### config.mk
export PLATFORM = sky130hd
export DESIGN_NAME = weight_feeder
export DESIGN_NICKNAME = d
export VERILOG_FILES = /design/src/rtl/weight_feeder.sv
export SDC_FILE = /design/constraint.sdc
export NUM_CORES = 1
export LEC_CHECK = 0
export BUFFER_PORTS_ARGS = -buffer_cell sky130_fd_sc_hd__buf_2
export CAP_MARGIN = 20
export CORE_MARGIN = 1.5
export CORE_UTILIZATION = 45
export DETAILED_ROUTE_END_ITERATION = 6
export PLACE_DENSITY = 0.83
export SLEW_MARGIN = 20
export SYNTH_ARGS = -nofsm -noshare
export SYNTH_HDL_FRONTEND = slang
export SYNTH_SLANG_ARGS = --single-unit
export TNS_END_PERCENT = 5
### constraint.sdc
create_clock -name clk -period 3.65 [get_ports clk]
set_input_delay 0.1825 -clock clk [delete_from_list [all_inputs] [get_ports clk]]
set_output_delay 0.1825 -clock clk [all_outputs]
set_load 0.1 [all_outputs]
### src/rtl/weight_feeder.sv
// Loads one 3x3 kernel (four output channels) from the weight buffer into computing_core,
// checking the core's weight_load_done handshake on every strobe beat.
module weight_feeder #(
  parameter int unsigned WIDTH  = 8,
  parameter int unsigned ADDR_W = 10,
  parameter int unsigned TAPS   = 9
) (
  input  logic                clk,
  input  logic                rst_n,
  input  logic                start,
  input  logic [ADDR_W-1:0]   base_addr,
  output logic                busy,
  output logic                done,
  output logic                err,
  output logic                weights_valid,
  output logic                mem_ren,
  output logic [ADDR_W-1:0]   mem_raddr,
  input  logic [4*WIDTH-1:0]  mem_rdata,
  output logic                weight_load,
  output logic [WIDTH-1:0]    weight0,
  output logic [WIDTH-1:0]    weight1,
  output logic [WIDTH-1:0]    weight2,
  output logic [WIDTH-1:0]    weight3,
  input  logic                weight_load_done
);

  localparam logic [3:0] LastTap = 4'(TAPS - 1);

  typedef enum logic [1:0] {StIdle, StRead, StDrain, StFinish} state_e;

  state_e            state_q, state_d;
  logic [ADDR_W-1:0] base_q, base_d;
  logic [3:0]        rd_cnt_q, rd_cnt_d;
  logic [3:0]        beat_cnt_q, beat_cnt_d;
  logic              ren_q;
  logic              wload_q;
  logic [WIDTH-1:0]  w0_q, w1_q, w2_q, w3_q;
  logic              err_q, err_d;
  logic              valid_q, valid_d;
  logic              accept;
  logic              last_beat;

  assign last_beat = (beat_cnt_q == LastTap);

  always_comb begin
    state_d  = state_q;
    rd_cnt_d = rd_cnt_q;
    base_d   = base_q;
    accept   = 1'b0;
    unique case (state_q)
      StIdle: begin
        if (start) begin
          accept   = 1'b1;
          base_d   = base_addr;
          rd_cnt_d = 4'd0;
          state_d  = StRead;
        end
      end
      StRead: begin
        if (rd_cnt_q == LastTap) begin
          rd_cnt_d = 4'd0;
          state_d  = StDrain;
        end else begin
          rd_cnt_d = rd_cnt_q + 4'd1;
        end
      end
      StDrain: begin
        // Leave only once the final strobe beat is on the core interface.
        if (wload_q && last_beat) state_d = StFinish;
      end
      StFinish: state_d = StIdle;
      default:  state_d = StIdle;
    endcase
  end

  always_comb begin
    beat_cnt_d = beat_cnt_q;
    err_d      = err_q;
    valid_d    = valid_q;
    if (accept) begin
      beat_cnt_d = 4'd0;
      err_d      = 1'b0;
      valid_d    = 1'b0;
    end else begin
      if (wload_q) begin
        beat_cnt_d = beat_cnt_q + 4'd1;
        // Core must flag done on the last beat and only there.
        if (weight_load_done != last_beat) err_d = 1'b1;
      end
      if (state_q == StFinish) valid_d = ~err_q;
    end
  end

  always_ff @(posedge clk or negedge rst_n) begin
    if (!rst_n) begin
      state_q    <= StIdle;
      base_q     <= '0;
      rd_cnt_q   <= '0;
      beat_cnt_q <= '0;
      err_q      <= 1'b0;
      valid_q    <= 1'b0;
      ren_q      <= 1'b0;
      wload_q    <= 1'b0;
      w0_q       <= '0;
      w1_q       <= '0;
      w2_q       <= '0;
      w3_q       <= '0;
    end else begin
      state_q    <= state_d;
      base_q     <= base_d;
      rd_cnt_q   <= rd_cnt_d;
      beat_cnt_q <= beat_cnt_d;
      err_q      <= err_d;
      valid_q    <= valid_d;
      ren_q      <= mem_ren;
      wload_q    <= ren_q;
      if (ren_q) begin
        w0_q <= mem_rdata[WIDTH-1:0];
        w1_q <= mem_rdata[2*WIDTH-1:WIDTH];
        w2_q <= mem_rdata[3*WIDTH-1:2*WIDTH];
        w3_q <= mem_rdata[4*WIDTH-1:3*WIDTH];
      end
    end
  end

  always_comb begin
    busy          = (state_q != StIdle);
    mem_ren       = (state_q == StRead);
    mem_raddr     = mem_ren ? (base_q + ADDR_W'(rd_cnt_q)) : '0;
    done          = (state_q == StFinish);
    err           = done & err_q;
    weights_valid = valid_q;
    weight_load   = wload_q;
    weight0       = w0_q;
    weight1       = w1_q;
    weight2       = w2_q;
    weight3       = w3_q;
  end

endmodule

==> impl_results.md <==
- First-pass GRT wire length: roughly 8400 um
- Worst Setup End Kind: output port
- Setup Fix Bufs, Post-CTS: 0
- Initial antenna violation count: 0
- Min-Delay Path Class: in -> reg
- DR vias/cell: approximately 5.0
- Sequential area share after synthesis: between 50% and 60%
- CTS tree: yes
- Slowest CP cell: dfrtp_1
- Die area: ~6300 um^2
- Post-synth EDFFs: 0
- Commonest non-fill, non-tap cell in the layout: buf_2
- Total number of vias: 1917
- Net Count, Synth: between 200 and 300
- Cell area after synthesis: 2610 um^2
- Cells along the critical path: ha_1, inv_1, fa_1, nand2b_1, a2111oi_2, xnor2_1, nor2_1, buf_2
- Fraction of registers with async set/reset: 100%
- IO Count: 94
- FF-to-FF End: base_q[9]$_DFFE_PN0P_
- Clk_skew: about 0.0066 ns
- Outcome: completed
- RSZ-0062 raised after global routing: no
- Initial Util: 47.0%
- Synth Register Bits: 56
- Port bufs: 93
- Grt total ovfl: 0
- Reg area: ~1400 um^2
- Synth unique cells: 35
- Crit path from: rd_cnt_q[0]$_DFFE_PN0P_
- Tmin final: approximately 2.8 ns
- Final setup fails: 0
- Total track usage: 16.9%
- Cell Rows: 27
- Root Driver: clkbuf_8
- Die width: about 79 um
- Worst Path Required: between 3 and 4 ns
- Fillers: between 400 and 500
- Critical path startpoint category: flop
- Syn avg cell area: about 12 um^2
- Max-cap check violation count: 0
- Vias in the first global route: 1940
- Nets@finish: roughly 370
- Routed WL per cell: 13.0 um
- # diodes: 0
- CP endpoint: mem_raddr[6]
- Final Hold Violating Endpoints: 0
- Core area: about 5500 um^2
- Most frequent cells in the layout: buf_2 (93), dfrtp_1 (55), mux2_2 (39)
- Critical path peak fanout: 6
- Largest net degree at the start of global routing: 35
- DRC violations left: 0
- Clk buf depth: 2
- Clock Pin Slew Worst Setup and Hold Paths: roughly 0.090 ns
- Reg2reg setup slack: approximately 1.7 ns
- Max Fclk: between 0.3 and 0.4 GHz
- DR pass1 iterations: 4
- Arr. time, crit path: approximately 2.6 ns
- 1st-iter DRT viols: 66
- Final wirelength: roughly 5000 um
- Fin crit share: between 70 and 80%
- Reg2reg start: state_q[0]$_DFFE_PN0P_
- Synth Flop Type: dfrtp_1
- Slew headroom: roughly 51%
- Reg2reg path depth: 4
- CTS sink cnt: 56
- WS Path Type: reg -> out
- Worst-Skew Late Latency: 0.30 ns
- Worst-margin pin slew: ~0.74 ns
- Gp weighted congestion: ~0.81
- Crit path largest cell delay: around 0.44 ns
- Yosys warnings: 0
- Fin. max-slew vios: 0
- Multi-input logic area: between 1000 and 1500 um^2
- Htree depth: 2
- Total negative slack: 0 ns
- Syn Inst Count: approximately 210
- TritonCTS buffer count: 5
- Share of cells above drive strength 1: a little under half
- Final ANT Viol Nets: 0
- Placed wire-length estimate: between 3000 and 4000 um
- Area delta synth->final: 24.5%
- Die Y: 79.1 um
- PostCTS Resize Cnt: 0
[layout make-up]
cell class	count	area share (%)
Clock buffer	6	2.24
Clock inverter	2	0.501
Inverter	13	1.50
Multi-Input combinational cell	135	34.6
Sequential cell	56	43.2
Tap cell	72	2.78
Timing Repair Buffer	96	15.1
[worst min path at each step]
stage                                        end  cells past startpoint          start
after floorplan            base_q[0]$_DFFE_PN0P_                      0          rst_n
after global placement    weight0[3]$_DFFE_PN0P_                      1          rst_n
after detailed placement  weight0[3]$_DFFE_PN0P_                      1          rst_n
after CTS                  base_q[8]$_DFFE_PN0P_                      3   base_addr[8]
after global routing      weight3[2]$_DFFE_PN0P_                      2  mem_rdata[26]
final                      base_q[8]$_DFFE_PN0P_                      3   base_addr[8]
[critical path, delay by kind of cell, from the launching register on]
kind	cells	cell delay [ns]
adder cells (fa/ha/maj)	2	0.63
buffers and inverters	2	0.50
AND/OR/NAND/NOR	2	0.29
flip-flops	1	0.44
XOR/XNOR	1	0.10
AO/OA/AOI/OAI	1	0.35
[cell families (layout without fill, tap and decap cells)]
group	after synthesis	in the layout	synth area share, %
AO/OA/AOI/OAI	27	27	7.20
AND/OR/NAND/NOR	45	45	8.40
XOR/XNOR	8	8	2.69
multiplexers	41	41	17.6
flip-flops	56	56	53.8
buffers and inverters	21	117	3.31
adder cells (fa/ha/maj)	14	14	7.01
[routing by layer]
layer | share of wire, % | track usage [%] | wire length [um]
met4 | 1.2 | 5.79 | 57
met2 | 48 | 29.9 | 2360
met1 | 44 | 19.9 | 2150
met5 | 0 | 0 | 0
met3 | 7.6 | 4.37 | 374
[metrics by stage]
step / std cells / hold slack [ns] / utilization (%) / area (um^2) / worst slack (ns)
6_report: 380 / 0.0966 / 58.6 / 3240 / 0.862
4_1_cts: 380 / 0.0857 / 58.5 / 3240 / 0.851
2_1_floorplan: 212 / -0.113 / - / 2610 / 0.154
3_3_place_gp: 371 / 0.172 / 56.8 / 3140 / 1.22
5_1_grt: 380 / 0.0891 / 58.6 / 3240 / 0.710
3_5_place_dp: 371 / 0.177 / 56.8 / 3140 / 1.19
[timing repair]
action / in CTS / in global routing
hold buffers: 1 / 0
hold endpoints to repair: 22 / 0
setup endpoints to repair: 0 / 0
[synthesized netlist by cell type (3+ instances only)]
library cell,n,area share [%]
and2_1,3,0.72
o21ai_0,11,2.1
nand2_1,9,1.3
a21oi_1,5,0.96
xor2_1,3,1.0
nor2_1,16,2.3
nor3_1,3,0.58
mux2_2,39,17
buf_2,6,1.2
ha_1,13,6.2
dfrtp_1,56,54
xnor2_1,5,1.7
inv_1,12,1.7
nand4_1,3,0.72
[state kept, by name, indices dropped and copies added, names as in the netlist]
| signal | cells |
|---|---|
| beat_cnt_q | 4 |
| weight1 | 8 |
| err_q | 1 |
| ren_q | 1 |
| weight2 | 8 |
| state_q | 2 |
| base_q | 10 |
| weights_valid | 1 |
| weight_load | 1 |
| weight3 | 8 |
| weight0 | 8 |
| rd_cnt_q | 4 |
Power is not shown: default switching activity piles up to over one toggle a cycle in this logic, so the estimate is an artifact.
